**src/rtl/axi_ic_pkg.sv**
```systemverilog
// Shared interconnect types and helpers.
// Entry layout is {id, len, split}, MSB to LSB.
package axi_ic_pkg;

  localparam int LEN_W_DEF = 8;

  function automatic int clog2_min1(input int n);
    int r;
    r = $clog2(n);
    return (r < 1) ? 1 : r;
  endfunction

  function automatic int entry_w(input int id_w, input int len_w);
    return id_w + len_w + 1;
  endfunction

  typedef struct packed {
    logic [1:0]           id;
    logic [LEN_W_DEF-1:0] len;
    logic                 split;
  } wdo_entry_t;

endpackage

```
**src/rtl/axi_ic_sync_fifo.sv**
```systemverilog
// Generic DEPTH x WIDTH synchronous FIFO.
// Pointers carry a wrap bit above the index.
module axi_ic_sync_fifo #(
  parameter int DEPTH = 4,
  parameter int WIDTH = 8,
  localparam int AW = $clog2(DEPTH),
  localparam int PW = AW + 1
) (
  input  logic             clk,
  input  logic             rst,
  input  logic             push,
  input  logic             pop,
  input  logic [WIDTH-1:0] wdata,
  output logic [WIDTH-1:0] rdata,
  output logic             full,
  output logic             empty,
  output logic [PW-1:0]    count
);

  logic [WIDTH-1:0] r_mem [DEPTH];
  logic [PW-1:0]    r_wptr;
  logic [PW-1:0]    r_rptr;

  // Pointer advance on push/pop.
  always_ff @(posedge clk) begin
    if (rst) begin
      r_wptr <= '0;
      r_rptr <= '0;
    end else begin
      if (push) r_wptr <= r_wptr + 1'b1;
      if (pop)  r_rptr <= r_rptr + 1'b1;
    end
  end

  // Storage write; contents need no reset.
  always_ff @(posedge clk) begin
    if (push) r_mem[r_wptr[AW-1:0]] <= wdata;
  end

  assign rdata = r_mem[r_rptr[AW-1:0]];
  assign empty = (r_wptr == r_rptr);
  assign full  = (r_wptr[AW] != r_rptr[AW]) &&
                 (r_wptr[AW-1:0] == r_rptr[AW-1:0]);
  assign count = r_wptr - r_rptr;

endmodule

```
**src/rtl/wdata_order_queue.sv**
```systemverilog
// W-data ordering queue: one entry per AW grant, head retires on last beat.
// Optional WLAST cross-check under WDATA_ORDER_WLAST_CHECK_EN.
module wdata_order_queue
  import axi_ic_pkg::*;
#(
  parameter int MASTERS_NUM = 4,
  parameter int ID_SIZE = clog2_min1(MASTERS_NUM),
  parameter int DEPTH = 4,
  parameter int LEN_W = LEN_W_DEF,
  localparam int CW = $clog2(DEPTH) + 1,
  localparam int EW = entry_w(ID_SIZE, LEN_W)
) (
  input  logic               ACLK,
  input  logic               ARESET,
  input  logic               AW_Access_Grant,
  input  logic [ID_SIZE-1:0] AW_Master_ID,
  input  logic [LEN_W-1:0]   AW_Len,
  input  logic               AW_Is_Split,
  input  logic               W_Beat_Accept,
  input  logic               W_Last,
  output logic               Queue_Full,
  output logic               Queue_Empty,
  output logic [CW-1:0]      Queue_Count,
  output logic               Master_Valid,
  output logic [ID_SIZE-1:0] Write_Data_Master,
  output logic               Is_Master_Part_Of_Split,
  output logic [LEN_W:0]     Beats_Remaining,
  output logic               Write_Data_HandShake_En_Pulse,
  output logic               Overflow_Err,
  output logic               Len_Error
);

  logic [EW-1:0]      w_head;
  logic [ID_SIZE-1:0] w_head_id;
  logic [LEN_W-1:0]   w_head_len;
  logic               w_head_split;
  logic               w_valid;
  logic               w_last_beat;
  logic               w_beat;
  logic               w_pop;
  logic               w_push_ok;
  logic [LEN_W-1:0]   r_beat_cnt;
  logic               r_head_seen;
  logic               r_ovf;

  axi_ic_sync_fifo #(.DEPTH(DEPTH), .WIDTH(EW)) u_fifo (
    .clk   (ACLK),
    .rst   (ARESET),
    .push  (w_push_ok),
    .pop   (w_pop),
    .wdata ({AW_Master_ID, AW_Len, AW_Is_Split}),
    .rdata (w_head),
    .full  (Queue_Full),
    .empty (Queue_Empty),
    .count (Queue_Count)
  );

  assign {w_head_id, w_head_len, w_head_split} = w_head;

  assign w_valid     = !Queue_Empty;
  assign w_beat      = w_valid && W_Beat_Accept;
  assign w_last_beat = (r_beat_cnt == w_head_len);
  assign w_pop       = w_beat && w_last_beat;
  assign w_push_ok   = AW_Access_Grant && (!Queue_Full || w_pop);

  // Beat counter, head-seen tracker and overflow strobe.
  always_ff @(posedge ACLK) begin
    if (ARESET) begin
      r_beat_cnt  <= '0;
      r_head_seen <= 1'b0;
      r_ovf       <= 1'b0;
    end else begin
      if (w_pop)       r_beat_cnt <= '0;
      else if (w_beat) r_beat_cnt <= r_beat_cnt + 1'b1;
      r_head_seen <= w_valid && !w_pop;
      r_ovf       <= AW_Access_Grant && !w_push_ok;
    end
  end

`ifdef WDATA_ORDER_WLAST_CHECK_EN
  logic r_len_err;

  // Flag a beat whose WLAST disagrees with the beat count.
  always_ff @(posedge ACLK) begin
    if (ARESET) r_len_err <= 1'b0;
    else        r_len_err <= w_beat && (W_Last != w_last_beat);
  end

  assign Len_Error = r_len_err;
`else
  logic w_unused_last;
  assign w_unused_last = W_Last;
  assign Len_Error     = 1'b0;
`endif

  assign Master_Valid            = w_valid;
  assign Write_Data_Master       = w_valid ? w_head_id : '0;
  assign Is_Master_Part_Of_Split = w_valid && w_head_split;
  assign Beats_Remaining = w_valid ?
    ({1'b0, w_head_len} + 1'b1 - {1'b0, r_beat_cnt}) : '0;
  assign Write_Data_HandShake_En_Pulse = w_valid && !r_head_seen;
  assign Overflow_Err = r_ovf;

endmodule

```
**config.mk**
```make
export PLATFORM = sky130hd
export DESIGN_NAME = wdata_order_queue
export DESIGN_NICKNAME = d
export VERILOG_FILES = /design/src/rtl/axi_ic_pkg.sv /design/src/rtl/axi_ic_sync_fifo.sv /design/src/rtl/wdata_order_queue.sv
export SDC_FILE = /design/constraint.sdc
export NUM_CORES = 1
export LEC_CHECK = 0
export CORE_MARGIN = 2
export CORE_UTILIZATION = 40
export DETAILED_ROUTE_END_ITERATION = 8
export PLACE_DENSITY = 0.72
export SYNTH_ARGS = -nofsm -noshare
export SYNTH_HDL_FRONTEND = slang
export SYNTH_SLANG_ARGS = --single-unit
export TNS_END_PERCENT = 30
```
**constraint.sdc**
```tcl
create_clock -name ACLK -period 9 [get_ports ACLK]
set_input_delay 0.9 -clock ACLK [delete_from_list [all_inputs] [get_ports ACLK]]
set_output_delay 0.9 -clock ACLK [all_outputs]
set_load 0.02 [all_outputs]
```
==> impl_metrics.tcl <==
set metrics [dict create \
    arrival_ns 4.14 \
    dr.pass1.iters 4 \
    grt_start_max_net_pins 14 \
    grt_pass1_wl_um 9660 \
    synth_seq_cells 62 \
    wl_um 5950 \
    path_class "reg -> out" \
    peakVddDrop_v 0.0000934 \
    drcViolationCount 0 \
    setup_violations 0 \
    dieArea_sq_um 8480 \
    netlist_area_sq_um 3100 \
    synthCells 243 \
    initialDrtViolationCount 72 \
    worstPathRequired_ns 8.10 \
    wire_per_inst_um 15.3 \
    final_area_sq_um 3740 \
    final_nets 324 \
    crit_path_max_fanout 11 \
    cts.htree.levels 3 \
    syn_to_final_growth_pct 20.4 \
    synth-seq-area-share_pct 54.2 \
    timing.final.crit_share_pct 56.0 \
    antenna_cells 0 \
    vias_per_cell 5.14 \
    rsz0062_at_grt "false" \
    start_kind "flip-flop" \
    clkSlewWorstSetupHoldPaths_ns 0.07 \
    cts.path.max_buffers 2 \
    slew_viol_final 0 \
    rows 32 \
    cts_tree "yes" \
    placed_area_sq_um 3540 \
    yosysTopAreaCell "edfxtp_1" \
    cts_resized 0 \
    grt_pass1_vias 2034 \
    fin_skew_ns 0.0100 \
    netlist_top_cells_area "edfxtp_1 (43%), dfxtp_1 (12%), ha_1 (10%)" \
    synthDistinctLibCells 40 \
    fin_util_pct 49.1 \
    fin_setup_tns_ns 0 \
    status "finished clean" \
    cts-root-buf "clkbuf_8" \
    antenna_found_initial 0 \
    gp_congestion 0.848 \
    synth_edf_count 44 \
    synth-main-ff-cell "edfxtp_1" \
    die_w_um 92.1 \
    synth.avg_cell_area_sq_um 12.8 \
    ant_nets 0 \
    fp.dieH_um 92.1 \
    finalHoldViolations 0 \
    worst_slack_ns 3.96 \
    final_cells 388 \
    synthArstFlopShare_pct 0 \
    cts_setup_buffers 0 \
    overflow 0 \
    whs_ns 0.519 \
    place_inst 372 \
    tightest_slew_ns 0.799 \
    post-dp-hpwl_um 4120 \
    slew_headroom_pct 46.7 \
    core_sq_um 7610 \
    yosysTopAreaCellShare_pct 42.6 \
    min_period_ns 5.04 \
    power_uw 681 \
    insertion_delay_ns 0.34 \
    hold_buffers 0 \
    gr-usage-all-layers_pct 15.2 \
    drive_gt1_share_pct 12.6 \
    max_freq_ghz 0.198 \
    pin_count 37 \
    cts.sinks 62 \
    worst_setup_path_end_kind "output pin" \
    hold_path_class "reg -> reg" \
    cts_buffers 9 \
    power.density_nw_per_um2 182 \
    vias 1996 \
    dp_worst_setup_slack_ns 4.25 \
    ys_warn_count 0 \
    drv_cap 0 \
    start_util_pct 40.8 \
    port_buffers 34 \
    synth_nets 286 \
    p_leak_nw 1.29 \
]
## cells by family after synthesis
group | share of synthesized area (%)
compound gates | 8.99
xor+xnor | 3.67
fa+ha+maj | 11.4
buf+inv | 3.67
flops | 54.2
mux | 8.67
other cells | 0.121
simple gates | 9.31
## layer usage
layer	vias to the layer above	GRT usage, %	routed length, um
met5	-	0	0
met4	0	6.72	117
met3	10	4.68	279
met2	47	25.6	2910
met1	965	17.8	2640
li1	974	-	-
## cell usage in the layout (no fill, tap or decap), types with 7 or more instances in the layout
| master | n |
|---|---|
| nand2_1 | 13 |
| inv_1 | 19 |
| clkdlybuf4s50_1 | 34 |
| xnor2_1 | 12 |
| o21ai_0 | 9 |
| dfxtp_1 | 18 |
| edfxtp_1 | 44 |
| clkbuf_8 | 9 |
| and2_1 | 7 |
| a21oi_1 | 11 |
| nor2_1 | 19 |
| ha_1 | 25 |
| mux4_2 | 11 |
## cells in the mapped netlist, types with 2 or more instances
cell type and count:
nor2_1 19, ha_1 25, nand4_1 4, inv_1 19, a2111o_1 2, nor3_1 4, a2111oi_2 3, o311ai_0 2
nand2b_1 2, buf_2 4, nand3_1 3, and3_1 3, mux4_2 11, xnor2_1 12, fa_1 2, o211ai_1 3
and2_1 7, edfxtp_1 44, a211oi_1 3, dfxtp_1 18, or3_1 2, nand2_1 13, a21oi_1 11, clkbuf_1 3
o21ai_0 9
## worst max-delay path, cell delays in order, from the launching register on
cell and delay [ns]:
dfxtp_1 0.82, mux4_2 0.62, ha_1 0.36, ha_1 0.33, a211oi_1 0.34, o21ai_0 0.20, a2111o_1 0.43, o21ai_0 0.08
clkdlybuf4s50_1 0.62
## area by class of cell
type                            instances  area [sq um]
Fill cell                             691          3870
Sequential cell                        62          1680
Multi-Input combinational cell        153          1310
Timing Repair Buffer                   35           348
Tap cell                              102           128
Clock buffer                            9           124
Inverter                               20          75.1
Clock inverter                          7          73.8
## report_power, final
part / internal [mW] / switching [mW]
Clock: 0.129 / 0.113
Sequential: 0.317 / 0.00418
Combinational: 0.0524 / 0.0652
Total: 0.498 / 0.183
## registers in the layout, indices dropped and copies added, names as in the netlist, named ones only
| name | cells |
|---|---|
| u_fifo.r_wptr | 3 |
| r_head_seen | 1 |
| Overflow_Err | 1 |
| u_fifo.r_mem | 44 |
| r_beat_cnt | 8 |
| u_fifo.r_rptr | 3 |
## path summary, 6_finish.rpt
kind,startpoint,end,slack [ns],depth (start not counted)
min,r_beat_cnt[1],r_beat_cnt[1],0.52,2
max,flip-flop,Beats_Remaining[8],3.96,8
max reg2reg,flip-flop,u_fifo.r_wptr[2],5.30,6
min reg2reg,r_beat_cnt[1],r_beat_cnt[1],0.52,2
Power figures use the tool's default switching activity.
